**src/rtl/width_conv_pkg.sv**
```systemverilog
// rtl/width_conv_pkg.sv - shared widths and types for the 64-to-8 width converter
package width_conv_pkg;

    localparam int DIN_W  = 64;
    localparam int DOUT_W = 8;
    localparam int BPW    = DIN_W / DOUT_W;
    localparam int DEPTH  = 16;
    localparam int PTR_W  = $clog2(DEPTH);
    localparam int CNT_W  = PTR_W + 1;
    localparam int IDX_W  = $clog2(BPW);

    typedef logic [DIN_W-1:0]  word_t;
    typedef logic [DOUT_W-1:0] byte_t;
    typedef logic [IDX_W-1:0]  idx_t;

    localparam idx_t LAST_IDX = idx_t'(BPW - 1);

    // Little-endian byte select: byte k occupies word[8k+7:8k]
    function automatic byte_t pick_byte(input word_t w, input idx_t k);
        return w[k*DOUT_W +: DOUT_W];
    endfunction

endpackage

```
**src/rtl/sync_fifo_w.sv**
```systemverilog
// rtl/sync_fifo_w.sv - single-clock word FIFO with occupancy count
module sync_fifo_w
    import width_conv_pkg::*;
(
    input  logic             clk,
    input  logic             reset_n,
    input  logic             push,
    input  word_t            din,
    input  logic             pop,
    output word_t            dout,
    output logic             full,
    output logic             empty,
    output logic [CNT_W-1:0] count
);

    word_t            mem [DEPTH];
    logic [PTR_W-1:0] wr_ptr;
    logic [PTR_W-1:0] rd_ptr;
    logic             do_push;
    logic             do_pop;

    // Full/empty come from the registered count, so a same-cycle pop never frees a slot
    assign full    = (count == CNT_W'(DEPTH));
    assign empty   = (count == '0);
    assign do_push = push && !full;
    assign do_pop  = pop && !empty;
    assign dout    = mem[rd_ptr];

    // Storage array; contents are don't-care until written, so no reset
    always_ff @(posedge clk) begin
        if (do_push) begin
            mem[wr_ptr] <= din;
        end
    end

    // Pointers wrap naturally; count tracks push/pop, net zero when both happen
    always_ff @(posedge clk) begin
        if (!reset_n) begin
            wr_ptr <= '0;
            rd_ptr <= '0;
            count  <= '0;
        end else begin
            if (do_push) begin
                wr_ptr <= wr_ptr + 1'b1;
            end
            if (do_pop) begin
                rd_ptr <= rd_ptr + 1'b1;
            end
            case ({do_push, do_pop})
                2'b10:   count <= count + 1'b1;
                2'b01:   count <= count - 1'b1;
                default: count <= count;
            endcase
        end
    end

endmodule

```
**src/rtl/module_64_to_8.sv**
```systemverilog
// rtl/module_64_to_8.sv - buffers 64-bit words and hands them out one byte per request
module module_64_to_8
    import width_conv_pkg::*;
(
    input  logic              clk,
    input  logic              reset_n,
    input  logic              strobe_in,
    input  logic [DIN_W-1:0]  input_data,
    input  logic              req_data,
    output logic              ready,
    output logic              data_end,
    output logic              strobe_out,
    output logic [DOUT_W-1:0] data_out
);

    word_t            fifo_head;
    logic             fifo_full;
    logic             fifo_empty;
    logic [CNT_W-1:0] fifo_count;
    logic             fifo_push;
    logic             fifo_load;

    word_t cur_word;
    logic  cur_valid;
    idx_t  byte_idx;
    logic  rd_accept;
    logic  last_byte;

    assign fifo_push = strobe_in && !fifo_full;
    assign rd_accept = req_data && cur_valid;
    assign last_byte = (byte_idx == LAST_IDX);
    // Load when idle, or when the final byte leaves so the next word follows with no bubble
    assign fifo_load = !fifo_empty && (!cur_valid || (rd_accept && last_byte));
    assign ready     = cur_valid;

    sync_fifo_w u_fifo (
        .clk     (clk),
        .reset_n (reset_n),
        .push    (fifo_push),
        .din     (input_data),
        .pop     (fifo_load),
        .dout    (fifo_head),
        .full    (fifo_full),
        .empty   (fifo_empty),
        .count   (fifo_count)
    );

    // Serializer: current word, its valid flag and the index of the next byte to send
    always_ff @(posedge clk) begin
        if (!reset_n) begin
            cur_word  <= '0;
            cur_valid <= 1'b0;
            byte_idx  <= '0;
        end else if (fifo_load) begin
            cur_word  <= fifo_head;
            cur_valid <= 1'b1;
            byte_idx  <= '0;
        end else if (rd_accept) begin
            byte_idx <= byte_idx + 1'b1;
            if (last_byte) begin
                cur_valid <= 1'b0;
            end
        end
    end

    // Registered byte output; data_end marks the final byte when nothing is left behind it
    always_ff @(posedge clk) begin
        if (!reset_n) begin
            strobe_out <= 1'b0;
            data_end   <= 1'b0;
            data_out   <= '0;
        end else begin
            strobe_out <= rd_accept;
            data_end   <= rd_accept && last_byte && (fifo_count == '0);
            if (rd_accept) begin
                data_out <= pick_byte(cur_word, byte_idx);
            end
        end
    end

endmodule

```
**config.mk**
```make
export PLATFORM = sky130hd
export DESIGN_NAME = module_64_to_8
export DESIGN_NICKNAME = d
export VERILOG_FILES = /design/src/rtl/width_conv_pkg.sv /design/src/rtl/sync_fifo_w.sv /design/src/rtl/module_64_to_8.sv
export SDC_FILE = /design/constraint.sdc
export NUM_CORES = 1
export LEC_CHECK = 0
export CORE_MARGIN = 1.5
export CORE_UTILIZATION = 40
export CTS_CLUSTER_DIAMETER = 30
export DETAILED_ROUTE_END_ITERATION = 8
export HOLD_SLACK_MARGIN = 0.03
export MAX_ROUTING_LAYER = met4
export PLACE_DENSITY_LB_ADDON = 0.15
export SYNTH_ARGS = -nofsm -noshare
export SYNTH_HDL_FRONTEND = slang
export SYNTH_HIERARCHICAL = 1
export SYNTH_SLANG_ARGS = --single-unit
```
**constraint.sdc**
```tcl
create_clock -name clk -period 17.5 [get_ports clk]
set_input_delay 5.25 -clock clk [delete_from_list [all_inputs] [get_ports clk]]
set_output_delay 5.25 -clock clk [all_outputs]
set_load 0.01 [all_outputs]
```
==> results.cfg <==
[outcome]
status = complete, no violations

[setup_path]
worstSetupPathType = input port to flip-flop
cpMaxStageDelayCell = clkinv_2
crit_top_cell = ha_1
reg2reg_slack_ps = 12140
reg2regPathDepth = 13
start_kind = input port
crit_required_ps = 18170
slowest_delay_ps = 1030
crit_chain = clkdlybuf4s50_1 -> a21boi_1 -> or2_2 -> buf_4 -> clkinv_2 -> o21ai_2 -> inv_1 -> ha_1 -> xor2_1 -> ha_1 -> o21a_1 -> or4_1 -> a21oi_1
worstSetupStartpoint = req_data
endpoint = u_fifo/count[2]
cp.arrival_ps = 9790
timing.rr.start = u_fifo/count[1]
timing.rr.end = u_fifo/count[2]
crit_path_end_kind = flip-flop
critPathMaxFanout = 69

[routing]
wire_per_inst_um = 26.53
drt_wl_total_mm = 100.1
drt_first_pass_iters = 6
drtAntennaViolNets = 0
viasPerCell = 5.442
first_iter_violations = 1776
num_vias = 20530
drc_errors = 0

[place]
globalplace.congestion = 0.8369
portBuffers = 78
dpl.hpwl_mm = 51.31

[synth]
synth_area_leaders = edfxtp_1 72%, mux4_2 17%, dfxtp_1 4.4%, nand2_1 1.2%, a21boi_1 1.1%
synth_area_per_cell_um2 = 22.06
synthCells = 1943
syn-cell-area_mm2 = 0.04287
async_flop_share_pct = 0
yosys.area.top_type = edfxtp_1
synth-edff-count = 1024
synth_top_area_share_pct = 71.73
ys_types = 46
ys_seq_area_share_pct = 76.17
ys_seq_elements = 1119
yosysWarnings = 6
synth_top_flop_cell = edfxtp_1
synth_nets = 2021

[timing]
fmax_mhz = 109.7
slew_violations = 0
setup_viol = 0
finalCritPeriodShare_pct = 52.09
hold_ws_ps = 451.7
rsz0062_at_grt = no
tns_ps = 0
fin_skew_ps = 51.16
tightest_slew_ps = 1145
hold_violations = 0
maxSlewHeadroom_pct = 23.65
min_period_ps = 9116

[flow_run]
maxCapViolCount = 0

[cts]
h-tree-depth = 4
insertion_delay_ps = 790
clockRootBuffer = clkbuf_16
clk_pin_slew_ps = 50
cts.repair.resized = 0
cts_inserted_buffers = 223
cts.sinks = 1119
postCtsSetupRepairBufs = 0
tritoncts = built
cts_buffer_depth = 3
hold_buffers = 0

[finish]
fin_nets = 2257
final_cell_mix = 1024 x edfxtp_1, 320 x mux4_2, 225 x clkbuf_16
area.growth.synth_to_final_pct = 23.50
final_common_cell = edfxtp_1
drive_gt1_share_pct = 31.71

[worst_hold_path]
min_path_type = flip-flop to flip-flop

[global_route]
grt_max_degree = 143
grt_usage_pct = 19.33
grt_pass1_wl_mm = 146.8
grt-ovfl-total = 0
antenna_found_initial = 10
grt_pass1_vias = 21520

[floorplan]
ios = 79
die_h_um = 330.4
core-area_mm2 = 0.1057
start_util_pct = 40.55
dieArea_mm2 = 0.1091
fp.dieW_um = 330.4
row_count = 119

[power]
p_per_area_mw_per_mm2 = 157.3
power.leakage_nw = 16.72
ir_drop_uv = 84.16
==> synth_stat cells (all sizes together) (6+ instances only) <==
cell and instances:
a21oi 15, ha 10, mux4 320, nor3 8, nor2 34, edfxtp 1024
inv 9, a21boi 65, a22oi 18, o21ai 10, o21a 6, dfxtp 95
mux2i 34, clkbuf 42, xor2 6, buf 68, nand2 142
==> per-stage QoR <==
stage | power, mW | setup WS [ps] | cells | cell area (µm²) | utilization (%)
after floorplan | 3.850 | 6733 | 1943 | 42870 | -
after global placement | 4.102 | 7745 | 3345 | 45170 | 42.72
after detailed placement | 4.125 | 7657 | 3345 | 45170 | 42.72
after CTS | 8.419 | 8447 | 3766 | 52930 | 50.07
after global routing | 8.616 | 8097 | 3771 | 52940 | 50.08
final | 8.326 | 8384 | 3772 | 52940 | 50.08
==> registers in the layout (all words and copies together), names as in the netlist, named ones only <==
name           flops
u_fifo/mem      1024
cur_word          64
u_fifo/count       5
u_fifo/wr_ptr      4
u_fifo/rd_ptr      4
strobe_out         1
byte_idx           3
ready              1
data_out           8
data_end           1
==> per-layer routing <==
layer	routed length, µm	global-route usage (%)
met1	44630	26.60
met2	47970	29.21
met3	5472	3.863
met4	1984	5.936
met5	0	-
==> worst max-delay path: cells and delay by family <==
| family | cells | cell delay [ps] |
|---|---|---|
| buffers and inverters | 4 | 2140 |
| AOI/OAI and AO/OA | 4 | 980 |
| xor gates and xnor gates | 1 | 200 |
| adders and majority gates | 2 | 590 |
| and+or+nand+nor | 2 | 530 |
==> power by group <==
| group | switching, mW | total [mW] | leakage (nW) | internal, mW |
|---|---|---|---|---|
| combinational | 0.525 | 0.913 | 2.98 | 0.388 |
| sequential | 0.0706 | 3.14 | 10.0 | 3.07 |
| clock | 1.39 | 4.27 | 3.71 | 2.88 |
| total | 1.99 | 8.33 | 16.7 | 6.34 |
==> worst min-delay path by stage <==
stage	cells after the start	slack [ps]	startpoint	to
6_report	2	450	cur_word[36]	cur_word[36]
5_1_grt	2	470	cur_word[21]	cur_word[21]
4_1_cts	2	450	cur_word[36]	cur_word[36]
3_5_place_dp	2	450	cur_word[36]	cur_word[36]
3_3_place_gp	2	440	cur_word[15]	cur_word[15]
2_1_floorplan	2	430	cur_word[0]	cur_word[0]
==> layout make-up <==
class	instances	area, µm²
sequential	1119	32670
tap	1391	1740
multi-input combinational	705	9599
timing repair buffer	121	1124
inverter	9	35.03
clock buffer	256	5777
fill	8461	52770
antenna	6	15.01
clock inverter	165	1984
==> logic make-up (layout without fill, tap and decap cells) <==
logic type / after synthesis / count (layout) / synth area share, %
AO/OA/AOI/OAI: 123 / 123 / 2.031
XOR/XNOR: 8 / 8 / 0.1635
AND/OR/NAND/NOR: 210 / 210 / 2.043
other: 0 / 6 / 0
flip-flops: 1119 / 1119 / 76.17
adder cells (fa/ha/maj): 10 / 10 / 0.2919
multiplexers: 354 / 354 / 17.61
buffers and inverters: 119 / 551 / 1.699
Power figures use the tool's default switching activity.
